--- src/rtl/cordic_pkg.sv ---
// Shared constants and types for the CORDIC request path.
// The tag width depends on CORDIC_SWEEP_EN, which adds the internal sweep requester.
package cordic_pkg;

    localparam int PHASE_W = 18;
    localparam int OFFS_W  = 16;
    localparam int ANG_W   = 9;

    localparam logic [1:0] Q1 = 2'b00;
    localparam logic [1:0] Q2 = 2'b01;
    localparam logic [1:0] Q3 = 2'b10;
    localparam logic [1:0] Q4 = 2'b11;

    localparam logic [ANG_W-1:0] ANG_90  = 9'd90;
    localparam logic [ANG_W-1:0] ANG_180 = 9'd180;
    localparam logic [ANG_W-1:0] ANG_270 = 9'd270;
    localparam logic [ANG_W-1:0] ANG_359 = 9'd359;
    localparam logic [ANG_W-1:0] ANG_360 = 9'd360;

`ifdef CORDIC_SWEEP_EN
    localparam int TAG_W = 2;
`else
    localparam int TAG_W = 1;
`endif

    typedef logic [TAG_W-1:0] tag_t;

    localparam tag_t TAG_CH0 = tag_t'(0);
    localparam tag_t TAG_CH1 = tag_t'(1);
`ifdef CORDIC_SWEEP_EN
    localparam tag_t TAG_SWEEP = tag_t'(2);
`endif

    typedef struct packed {
        logic vld;
        tag_t tag;
    } track_t;

    typedef enum logic [1:0] {SW_IDLE, SW_RUN, SW_DRAIN} sweep_state_t;

endpackage

--- src/rtl/cordic_req_arbiter_if.sv ---
// Request, core and response signals of cordic_req_arbiter.
// slave = arbiter side, master = requesters plus core side; CORDIC_SWEEP_EN adds sweep signals.
interface cordic_req_arbiter_if #(
    parameter int DATA_W = 32
);
    import cordic_pkg::*;

    logic               req0_valid;
    logic [ANG_W-1:0]   req0_angle;
    logic               req0_ready;
    logic               req1_valid;
    logic [ANG_W-1:0]   req1_angle;
    logic               req1_ready;
    logic [PHASE_W-1:0] phase;
    logic               phase_vld;
    logic [DATA_W-1:0]  cordic_sin;
    logic [DATA_W-1:0]  cordic_cos;
    logic               rsp0_valid;
    logic               rsp1_valid;
    logic [DATA_W-1:0]  rsp_sin;
    logic [DATA_W-1:0]  rsp_cos;
`ifdef CORDIC_SWEEP_EN
    logic               sweep_start;
    logic               sweep_busy;
    logic               rsp_sweep_valid;
`endif

    modport slave (
`ifdef CORDIC_SWEEP_EN
        input  sweep_start,
        output sweep_busy, rsp_sweep_valid,
`endif
        input  req0_valid, req0_angle, req1_valid, req1_angle, cordic_sin, cordic_cos,
        output req0_ready, req1_ready, phase, phase_vld,
        output rsp0_valid, rsp1_valid, rsp_sin, rsp_cos
    );

    modport master (
`ifdef CORDIC_SWEEP_EN
        output sweep_start,
        input  sweep_busy, rsp_sweep_valid,
`endif
        output req0_valid, req0_angle, req1_valid, req1_angle, cordic_sin, cordic_cos,
        input  req0_ready, req1_ready, phase, phase_vld,
        input  rsp0_valid, rsp1_valid, rsp_sin, rsp_cos
    );

endinterface

--- src/rtl/angle_to_phase.sv ---
// Whole-degree angle (0..511) to quadrant-encoded CORDIC phase {quadrant, offset}.
// Purely combinational; also used by the phase generators.
module angle_to_phase
    import cordic_pkg::*;
(
    input  logic [ANG_W-1:0]   angle,
    output logic [PHASE_W-1:0] phase
);

    logic [ANG_W-1:0] a;
    logic [ANG_W-1:0] offs;
    logic [1:0]       quad;

    always_comb begin
        // NOTE: every variable gets a default before the branches, so no path leaves it unassigned and no latch is inferred.
        a    = (angle >= ANG_360) ? angle - ANG_360 : angle;
        quad = Q1;
        offs = a;
        if (a > ANG_270) begin
            quad = Q4;
            offs = a - ANG_270;
        end else if (a > ANG_180) begin
            quad = Q3;
            offs = a - ANG_180;
        end else if (a > ANG_90) begin
            quad = Q2;
            offs = a - ANG_90;
        end
        phase = {quad, {(OFFS_W - ANG_W){1'b0}}, offs};
    end

endmodule

--- src/rtl/cordic_req_arbiter.sv ---
// Round-robin sharing of one CORDIC core between ch0/ch1, with in-flight tag tracking.
// Define CORDIC_SWEEP_EN to add a lowest-priority 0..359 degree sweep requester.
module cordic_req_arbiter
    import cordic_pkg::*;
#(
    parameter int CORDIC_LAT = 16,
    parameter int DATA_W     = 32
) (
    input logic                 clk,
    input logic                 rst,
    cordic_req_arbiter_if.slave bus
);

    logic               rr_last;
    logic               grant0;
    logic               grant1;
    logic               grant_any;
    logic [ANG_W-1:0]   sel_angle;
    tag_t               sel_tag;
    logic [PHASE_W-1:0] next_phase;
    logic [PHASE_W-1:0] phase_q;
    logic               phase_vld_q;
    tag_t               phase_tag;
    track_t             dl [CORDIC_LAT];
    track_t             dl_out;
    logic               rsp0_q;
    logic               rsp1_q;
    logic [DATA_W-1:0]  rsp_sin_q;
    logic [DATA_W-1:0]  rsp_cos_q;
`ifdef CORDIC_SWEEP_EN
    sweep_state_t       sw_state;
    logic [ANG_W-1:0]   sw_angle;
    logic               sw_busy_q;
    logic               rsp_sw_q;
    logic               grant_sw;
    logic               line_busy;
`endif

    assign dl_out = dl[CORDIC_LAT-1];

    always_comb begin
        grant0    = bus.req0_valid && (!bus.req1_valid || rr_last);
        grant1    = bus.req1_valid && (!bus.req0_valid || !rr_last);
        sel_angle = bus.req0_angle;
        sel_tag   = TAG_CH0;
        if (grant1) begin
            sel_angle = bus.req1_angle;
            sel_tag   = TAG_CH1;
        end
`ifdef CORDIC_SWEEP_EN
        grant_sw = (sw_state == SW_RUN) && !bus.req0_valid && !bus.req1_valid;
        if (grant_sw) begin
            sel_angle = sw_angle;
            sel_tag   = TAG_SWEEP;
        end
        grant_any = grant0 || grant1 || grant_sw;
`else
        grant_any = grant0 || grant1;
`endif
    end

    angle_to_phase u_angle_to_phase (
        .angle (sel_angle),
        .phase (next_phase)
    );

    // NOTE: sequential state uses non-blocking assignments so every register samples pre-edge values.
    always_ff @(posedge clk) begin
        if (rst) begin
            rr_last     <= 1'b1;
            phase_q     <= '0;
            phase_vld_q <= 1'b0;
            phase_tag   <= TAG_CH0;
            // NOTE: the tracking line is reset, unlike a data RAM, so work in flight across a reset never responds.
            for (int i = 0; i < CORDIC_LAT; i++) dl[i] <= '0;
            rsp0_q      <= 1'b0;
            rsp1_q      <= 1'b0;
            rsp_sin_q   <= '0;
            rsp_cos_q   <= '0;
`ifdef CORDIC_SWEEP_EN
            rsp_sw_q    <= 1'b0;
`endif
        end else begin
            if (grant0) rr_last <= 1'b0;
            else if (grant1) rr_last <= 1'b1;
            phase_vld_q <= grant_any;
            if (grant_any) begin
                phase_q   <= next_phase;
                phase_tag <= sel_tag;
            end
            dl[0] <= '{vld: phase_vld_q, tag: phase_tag};
            for (int i = 1; i < CORDIC_LAT; i++) dl[i] <= dl[i-1];
            rsp0_q <= dl_out.vld && (dl_out.tag == TAG_CH0);
            rsp1_q <= dl_out.vld && (dl_out.tag == TAG_CH1);
`ifdef CORDIC_SWEEP_EN
            rsp_sw_q <= dl_out.vld && (dl_out.tag == TAG_SWEEP);
`endif
            if (dl_out.vld) begin
                rsp_sin_q <= bus.cordic_sin;
                rsp_cos_q <= bus.cordic_cos;
            end
        end
    end

`ifdef CORDIC_SWEEP_EN
    always_comb begin
        line_busy = phase_vld_q;
        for (int i = 0; i < CORDIC_LAT; i++) line_busy = line_busy || dl[i].vld;
    end

    // Sweep stays busy through DRAIN until every issued phase has left the tracking line.
    always_ff @(posedge clk) begin
        if (rst) begin
            sw_state  <= SW_IDLE;
            sw_angle  <= '0;
            sw_busy_q <= 1'b0;
        end else begin
            case (sw_state)
                SW_IDLE: if (bus.sweep_start) begin
                    sw_state  <= SW_RUN;
                    sw_angle  <= '0;
                    sw_busy_q <= 1'b1;
                end
                SW_RUN: if (grant_sw) begin
                    if (sw_angle == ANG_359) sw_state <= SW_DRAIN;
                    else sw_angle <= sw_angle + 9'd1;
                end
                SW_DRAIN: if (!line_busy) begin
                    sw_state  <= SW_IDLE;
                    sw_busy_q <= 1'b0;
                end
                default: sw_state <= SW_IDLE;
            endcase
        end
    end

    assign bus.sweep_busy      = sw_busy_q;
    assign bus.rsp_sweep_valid = rsp_sw_q;
`endif

    assign bus.req0_ready = grant0;
    assign bus.req1_ready = grant1;
    assign bus.phase      = phase_q;
    assign bus.phase_vld  = phase_vld_q;
    assign bus.rsp0_valid = rsp0_q;
    assign bus.rsp1_valid = rsp1_q;
    assign bus.rsp_sin    = rsp_sin_q;
    assign bus.rsp_cos    = rsp_cos_q;

endmodule

--- src/flat_wrapper.sv ---
// flat-port wrapper written by rule: the top's interface ports become plain ports
module cordic_req_arbiter_flat import cordic_pkg::*;
#(
    parameter int CORDIC_LAT = 16,
    parameter int DATA_W     = 32
)
  (clk, rst, bus_req0_valid, bus_req0_angle, bus_req1_valid, bus_req1_angle, bus_cordic_sin, bus_cordic_cos, bus_req0_ready, bus_req1_ready, bus_phase, bus_phase_vld, bus_rsp0_valid, bus_rsp1_valid, bus_rsp_sin, bus_rsp_cos);
  cordic_req_arbiter_if #(.DATA_W(DATA_W)) bus_i ();
  input logic clk;
  input logic rst;
  input wire logic [$bits(bus_i.req0_valid)-1:0] bus_req0_valid;
  input wire logic [$bits(bus_i.req0_angle)-1:0] bus_req0_angle;
  input wire logic [$bits(bus_i.req1_valid)-1:0] bus_req1_valid;
  input wire logic [$bits(bus_i.req1_angle)-1:0] bus_req1_angle;
  input wire logic [$bits(bus_i.cordic_sin)-1:0] bus_cordic_sin;
  input wire logic [$bits(bus_i.cordic_cos)-1:0] bus_cordic_cos;
  output wire logic [$bits(bus_i.req0_ready)-1:0] bus_req0_ready;
  output wire logic [$bits(bus_i.req1_ready)-1:0] bus_req1_ready;
  output wire logic [$bits(bus_i.phase)-1:0] bus_phase;
  output wire logic [$bits(bus_i.phase_vld)-1:0] bus_phase_vld;
  output wire logic [$bits(bus_i.rsp0_valid)-1:0] bus_rsp0_valid;
  output wire logic [$bits(bus_i.rsp1_valid)-1:0] bus_rsp1_valid;
  output wire logic [$bits(bus_i.rsp_sin)-1:0] bus_rsp_sin;
  output wire logic [$bits(bus_i.rsp_cos)-1:0] bus_rsp_cos;
  assign bus_i.req0_valid = bus_req0_valid;
  assign bus_i.req0_angle = bus_req0_angle;
  assign bus_i.req1_valid = bus_req1_valid;
  assign bus_i.req1_angle = bus_req1_angle;
  assign bus_i.cordic_sin = bus_cordic_sin;
  assign bus_i.cordic_cos = bus_cordic_cos;
  assign bus_req0_ready = bus_i.req0_ready;
  assign bus_req1_ready = bus_i.req1_ready;
  assign bus_phase = bus_i.phase;
  assign bus_phase_vld = bus_i.phase_vld;
  assign bus_rsp0_valid = bus_i.rsp0_valid;
  assign bus_rsp1_valid = bus_i.rsp1_valid;
  assign bus_rsp_sin = bus_i.rsp_sin;
  assign bus_rsp_cos = bus_i.rsp_cos;
  cordic_req_arbiter #(.CORDIC_LAT(CORDIC_LAT), .DATA_W(DATA_W)) u_core (.clk(clk), .rst(rst), .bus(bus_i));
endmodule
--- config.mk ---
export PLATFORM = sky130hd
export DESIGN_NAME = cordic_req_arbiter_flat
export DESIGN_NICKNAME = d
export VERILOG_FILES = /design/src/rtl/cordic_pkg.sv /design/src/rtl/cordic_req_arbiter_if.sv /design/src/rtl/angle_to_phase.sv /design/src/rtl/cordic_req_arbiter.sv /design/src/flat_wrapper.sv
export SDC_FILE = /design/constraint.sdc
export NUM_CORES = 1
export LEC_CHECK = 0
export CAP_MARGIN = 10
export CORE_ASPECT_RATIO = 0.9
export CORE_MARGIN = 3
export CORE_UTILIZATION = 41
export CTS_CLUSTER_DIAMETER = 120
export DETAILED_ROUTE_END_ITERATION = 8
export PLACE_DENSITY_LB_ADDON = 0.25
export SYNTH_ARGS = -nofsm -noshare
export SYNTH_HDL_FRONTEND = slang
export SYNTH_SLANG_ARGS = --single-unit
--- constraint.sdc ---
create_clock -name clk -period 2.9 [get_ports clk]
set_input_delay 0.435 -clock clk [delete_from_list [all_inputs] [get_ports clk]]
set_output_delay 0.435 -clock clk [all_outputs]
set_load 0.01 [all_outputs]
# --- Word level (Yosys, flattened, before mapping) ---
# Memory sizes are Yosys's and may differ from the RTL's.
# Cells that the tools add are included.
op_classes:
  bitwise_logic: 17
  mux: 30
  reduce_logical: 11
  n_lt_le_gt_ge: 4
  addsub: 4
op_table:
  columns: ["operator", "count"]
  rows:
  - ["9-bit 2-to-1 mux", 5]
  - ["2-bit 2-to-1 mux", 18]
  - ["9-bit subtractor, second input constant", 2]
  - ["1-bit bitwise OR", 16]
  - ["9-bit greater-or-equal comparator, second input constant", 1]
  - ["9-bit by 7-bit greater-than comparator with 1-bit output, second input constant", 1]
  - ["9-bit by 8-bit greater-than comparator with 1-bit output, second input constant", 1]
  - ["9-bit greater-than comparator, second input constant", 1]
  - ["9-bit by 7-bit subtractor with 9-bit output, second input constant", 1]
  - ["9-bit by 8-bit subtractor with 9-bit output, second input constant", 1]
  - ["1-bit 2-to-1 mux", 7]
  - ["1-bit logical AND", 4]
  - ["1-bit logical NOT", 3]
  - ["1-bit logical OR", 3]
  - ["2-bit nonzero test", 1]
  - ["1-bit inverter", 1]
totals:
  wordCells: 75
  register_bits: 80
  n_memories: 1
  ramBits: 32
  inputBits: 86
memory_table:
  columns: ["name", "words", "word_bits", "rd", "rd_ports_with_merged_regs", "write_ports", "line", "source"]
  rows:
  - ["u_core.dl", 16, 2, 16, 0, 16, "cordic_req_arbiter.sv:24", "track_t dl [CORDIC_LAT];"]

# --- Depth between registers and ports, before layout ---
depth:
  depth_word: 10
  depth_mapped: 13
  mapped_depth_nobuf: 11

# --- Modules after synthesis ---
# From an unflattened synthesis, not the netlist that was laid out.
unflattened:
  cells_unflattened: 514
  area_unflattened_um2: 5083.6
by_module_without_submodules:
  columns: ["mod", "cells_per_inst", "n_inst", "area_per_inst_um2"]
  rows:
  - ["cordic_req_arbiter", 383, 1, 4144.0]
  - ["angle_to_phase", 131, 1, 939.7]

# --- Worst setup path before layout ---
# Ideal clock, no wire load.
synth_timing:
  kind: "input-to-reg"
  from: "in bus_req1_valid"
  to: "reg u_core.phase_q[3] (netlist: u_core.bus.phase[3])"
  path_slack_ns: 0.121
  setup_ns: 0.088
  path_stages: 12
  arrival_time_ns: 2.691
  cell_sequence: "a21bo_1 buf_6 buf_2 mux2_2 inv_1 ha_1 a221o_1 o21ai_1 o21ai_2 or3_1 a21o_1 a311oi_2"
synth_via:
  elab_chain_cells: 8
synth_lines:
  columns: ["item", "line", "source"]
  rows:
  - ["from (decl)", "flat_wrapper.sv:13", "input wire logic [$bits(bus_i.req1_valid)-1:0] bus_req1_valid;"]
  - ["1-bit logical AND", "cordic_req_arbiter.sv:43", "grant1 = bus.req1_valid && (!bus.req0_valid || !rr_last);"]
  - ["9-bit 2-to-1 mux", "cordic_req_arbiter.sv:46", "if (grant1) begin"]
  - ["9-bit subtractor / 9-bit greater-or-equal comparator (equally long branches)", "angle_to_phase.sv:16", "a = (angle >= ANG_360) ? angle - ANG_360 : angle;"]
  - ["9-bit 2-to-1 mux", "angle_to_phase.sv:16", null]
  - ["9-bit by 7-bit subtractor with 9-bit output / 9-bit by 7-bit greater-than comparator with 1-bit output (equally long branches)", "angle_to_phase.sv:27, angle_to_phase.sv:25", null]
  - ["9-bit 2-to-1 mux", "angle_to_phase.sv:25", "end else if (a > ANG_90) begin"]
  - ["9-bit 2-to-1 mux", "angle_to_phase.sv:22", "end else if (a > ANG_180) begin"]
  - ["9-bit 2-to-1 mux", "angle_to_phase.sv:19", "if (a > ANG_270) begin"]
  - ["to (signal assigned)", "cordic_req_arbiter.sv:88", "phase_q <= next_phase;"]
  - ["to (decl)", "cordic_req_arbiter.sv:21", "logic [PHASE_W-1:0] phase_q;"]
# Several ways; a longest one is shown, not always the timed one.
# A chain may end at the register's enable or synchronous reset.

# --- Final worst setup path ---
layout_timing:
  from: "in bus_req1_angle[4]"
  to: "reg u_core.phase_q[3] (netlist: u_core.bus.phase[3])"
layout_via:
  elab_chain_cells: 7
layout_lines:
  columns: ["item", "line", "source"]
  rows:
  - ["from (decl)", "flat_wrapper.sv:14", "input wire logic [$bits(bus_i.req1_angle)-1:0] bus_req1_angle;"]
  - ["9-bit 2-to-1 mux *", "cordic_req_arbiter.sv:46", null]
  - ["9-bit greater-or-equal comparator / 9-bit subtractor (equally long branches)", "angle_to_phase.sv:16", null]
  - ["9-bit 2-to-1 mux *", "angle_to_phase.sv:16", null]
  - ["9-bit by 7-bit subtractor with 9-bit output / 9-bit by 7-bit greater-than comparator with 1-bit output (equally long branches)", "angle_to_phase.sv:27, angle_to_phase.sv:25", null]
  - ["9-bit 2-to-1 mux", "angle_to_phase.sv:25", null]
  - ["9-bit 2-to-1 mux", "angle_to_phase.sv:22", null]
  - ["9-bit 2-to-1 mux *", "angle_to_phase.sv:19", null]
# Every way passes the cells marked *; elsewhere a longest branch is shown, timed or not.

==> run metrics <==
status complete, no violations; initial core utilization 0.425; Post-synth top flop dfxtp_1; FFs w/ async S/R, synth 0; Cell Pwr Density 458 nW/um^2; largest net degree at the start of global routing 68; Die Wd 121 microns; Area Overhead vs Synth 51.5%; Final nets 801; Clk pin slew, worst setup/hold paths 0.07 ns; gr ovfl total 0; Cells after DPL 853; top sig layer met4; GRT Util Overall 0.191; Fmax achieved 358 MHz; XOR/XNOR Fraction of Synth Area 0.00178; Final Max Tran Viols 0; mux share of post-synthesis cell area 0.150; Crit path arrival time 3.05 ns; Finished Cell Area 7460 sq um; Yosys warnings 0; CTS sink count 112; Post-synth EDFFs 0; Total Power 3420 uW; WL met1 5670 microns; Placement Rows 37; Fin Setup TNS 0 ns; Compound-Gate Fraction of Synth Area 0.141; final std cells w/o fill 871; period utilisation layout 0.964; post-synthesis average cell area 9.73 sq um; Max rail drop VDD 411 uV; adder-cell share of the synthesized area 0.0127; number of max-cap violations 0; Final Hold Vio Count 0; DRC violations left 0; post-DR wirelength/cell 15.3 microns; commonest cells after routing, fill and taps aside clkdlybuf4s50_1 (161), dfxtp_1 (111), nor2_1 (83); Pre-antenna DRT Iters 4; share of cells above drive strength 1 0.175; register area share after synthesis 0.456; Num CTS Buffers 9; CTS tree done; Max FO, Critical Path 8; placed cell area 7040 sq um; number of global-route vias before repair 4087; kind of end point of the critical path flop; Root Driver clkbuf_16; I/O pin cnt 173; post-layout min period 2.79 ns; unrepaired setup endpoints after global routing true; PortBufs 165; Core Footprint 11600 sq um; initial antenna violation count 0; crit start category input pin; Final setup viols 0; CP Class in2reg; Critical Path RT 3.15 ns; Rel. slew slack 0.275; CTS H-tree lvls 3; first-pass GRT wire length 20600 microns; metal3 WL 916 microns; # fillers 931; number of diodes 0; met2 WL post-DR 6540 microns; most common cell after layout, fill and taps aside clkdlybuf4s50_1; clk buf depth 2; register bit total from synthesis 112; die height 110 microns; post-route ant nets 0; final clock skew 0.00616 ns; DIE AREA 13400 sq um; largest family of logic cells by synthesized area simple AND/OR/NAND/NOR gates; GP Congestion 0.892; Leakage 0.00280 uW; simple logic cell fraction of the synthesized area 0.183; cts hold-fix bufs 0; worst hold path class reg2reg; overall routed net length 13300 microns; DR iter-0 viols 291; Clk Latency, worst-skew pair 0.34 ns; cell area after synthesis 4920 sq um; placed wire-length estimate 10200 microns; Via-to-Cell Ratio 5.00; Finished Core Util 0.644; Cells after Synth 506; routed via count 4354; Yosys cell types 73; Tightest Pin Transition 1.09 ns
cells by family (layout without fill, tap and decap cells):
logic type	Yosys count	count (layout)
multiplexers	73	73
flip-flops	112	112
XOR/XNOR	1	1
buffers and inverters	53	256
AND/OR/NAND/NOR	178	178
AO/OA/AOI/OAI	83	83
adder cells (fa/ha/maj)	5	5
other	1	7
sequential cells by signal, summed over array words and instances (netlist names):
register and count:
u_core.bus.rsp_cos 32, u_core.bus.rsp_sin 32, u_core.dl 32, u_core.bus.phase 11, u_core.bus.phase_vld 1, u_core.bus.rsp0_valid 1, u_core.bus.rsp1_valid 1, u_core.phase_tag 1
u_core.rr_last 1
final timing paths:
path,slack [ns],to,depth (start not counted),startpoint
min,0.42,u_core.bus.rsp0_valid,1,u_core.dl[15][0]
max reg2reg,0.41,u_core.bus.phase[5],11,u_core.rr_last
min reg2reg,0.42,u_core.bus.rsp0_valid,1,u_core.dl[15][0]
max,0.11,u_core.bus.phase[3],11,bus_req1_angle[4]
cells in the mapped netlist (all sizes together) (2+ instances only):
master,count,area (sq um)
inv,10,37.5
nand3b,2,15.0
dfxtp,112,2240
clkbuf,18,67.6
o21a,3,22.5
nor3b,2,15.0
and4b,2,20.0
nand3,6,30.0
o311a,3,30.0
and2,3,18.8
o32a,2,32.5
a21boi,3,22.5
buf,25,165
a311oi,2,23.8
o21ai,12,63.8
o211ai,7,57.6
nor2,84,318
a31o,2,17.5
o31ai,4,30.0
nand2b,5,31.3
nor2b,39,244
a21oi,12,63.8
nor4,4,55.1
nand2,14,55.1
a21o,4,30.0
a31oi,5,31.3
mux2,2,22.5
nor3,10,50.1
o32ai,2,25.0
mux2i,71,714
a211oi,8,77.6
ha,5,62.6
stage by stage:
step / hold WS, ns / worst slack [ns]
6_report: 0.418 / 0.105
3_5_place_dp: 0.409 / -0.280
5_1_grt: 0.454 / -0.0750
3_3_place_gp: 0.395 / -0.240
4_1_cts: 0.420 / 0.0767
2_1_floorplan: 0.390 / 0.121
timing repair:
| action | in CTS | in global routing |
|---|---|---|
| setup buffers | 0 | 2 |
| endpoints found under the setup margin | 0 | 7 |
| hold endpoints to repair | 0 | 0 |
| gates resized for setup | 0 | 25 |
worst max-delay path, stage by stage:
cell and delay [ns]:
clkdlybuf4s50_1 0.46, buf_4 0.19, o211ai_1 0.27, buf_4 0.17, nand3_1 0.10, and4b_1 0.21
o21ai_0 0.31, o21ai_4 0.15, or3_1 0.33, a21o_1 0.19, a311oi_2 0.22
layer usage:
metal | vias to the layer above | global-route usage
met1 | 2039 | 0.238
li1 | 2154 | -
met4 | 0 | 0.0496
met5 | - | 0
met3 | 13 | 0.0504
met2 | 148 | 0.331
where the power goes:
group | internal (uW) | switching (uW)
Combinational | 349 | 303
Clock | 626 | 563
Sequential | 1560 | 15.2
Total | 2540 | 881
final cells by class:
class,instances,area [sq um],area share
clock buffer,10,239,0.0321
clock inverter,6,61.3,0.00822
inverter,10,42.5,0.00571
multi-input combinational,347,2510,0.337
sequential,112,2250,0.301
tap,156,195,0.0262
timing repair buffer,230,2160,0.289
No activity file was read; power rests on OpenSTA's default activity.
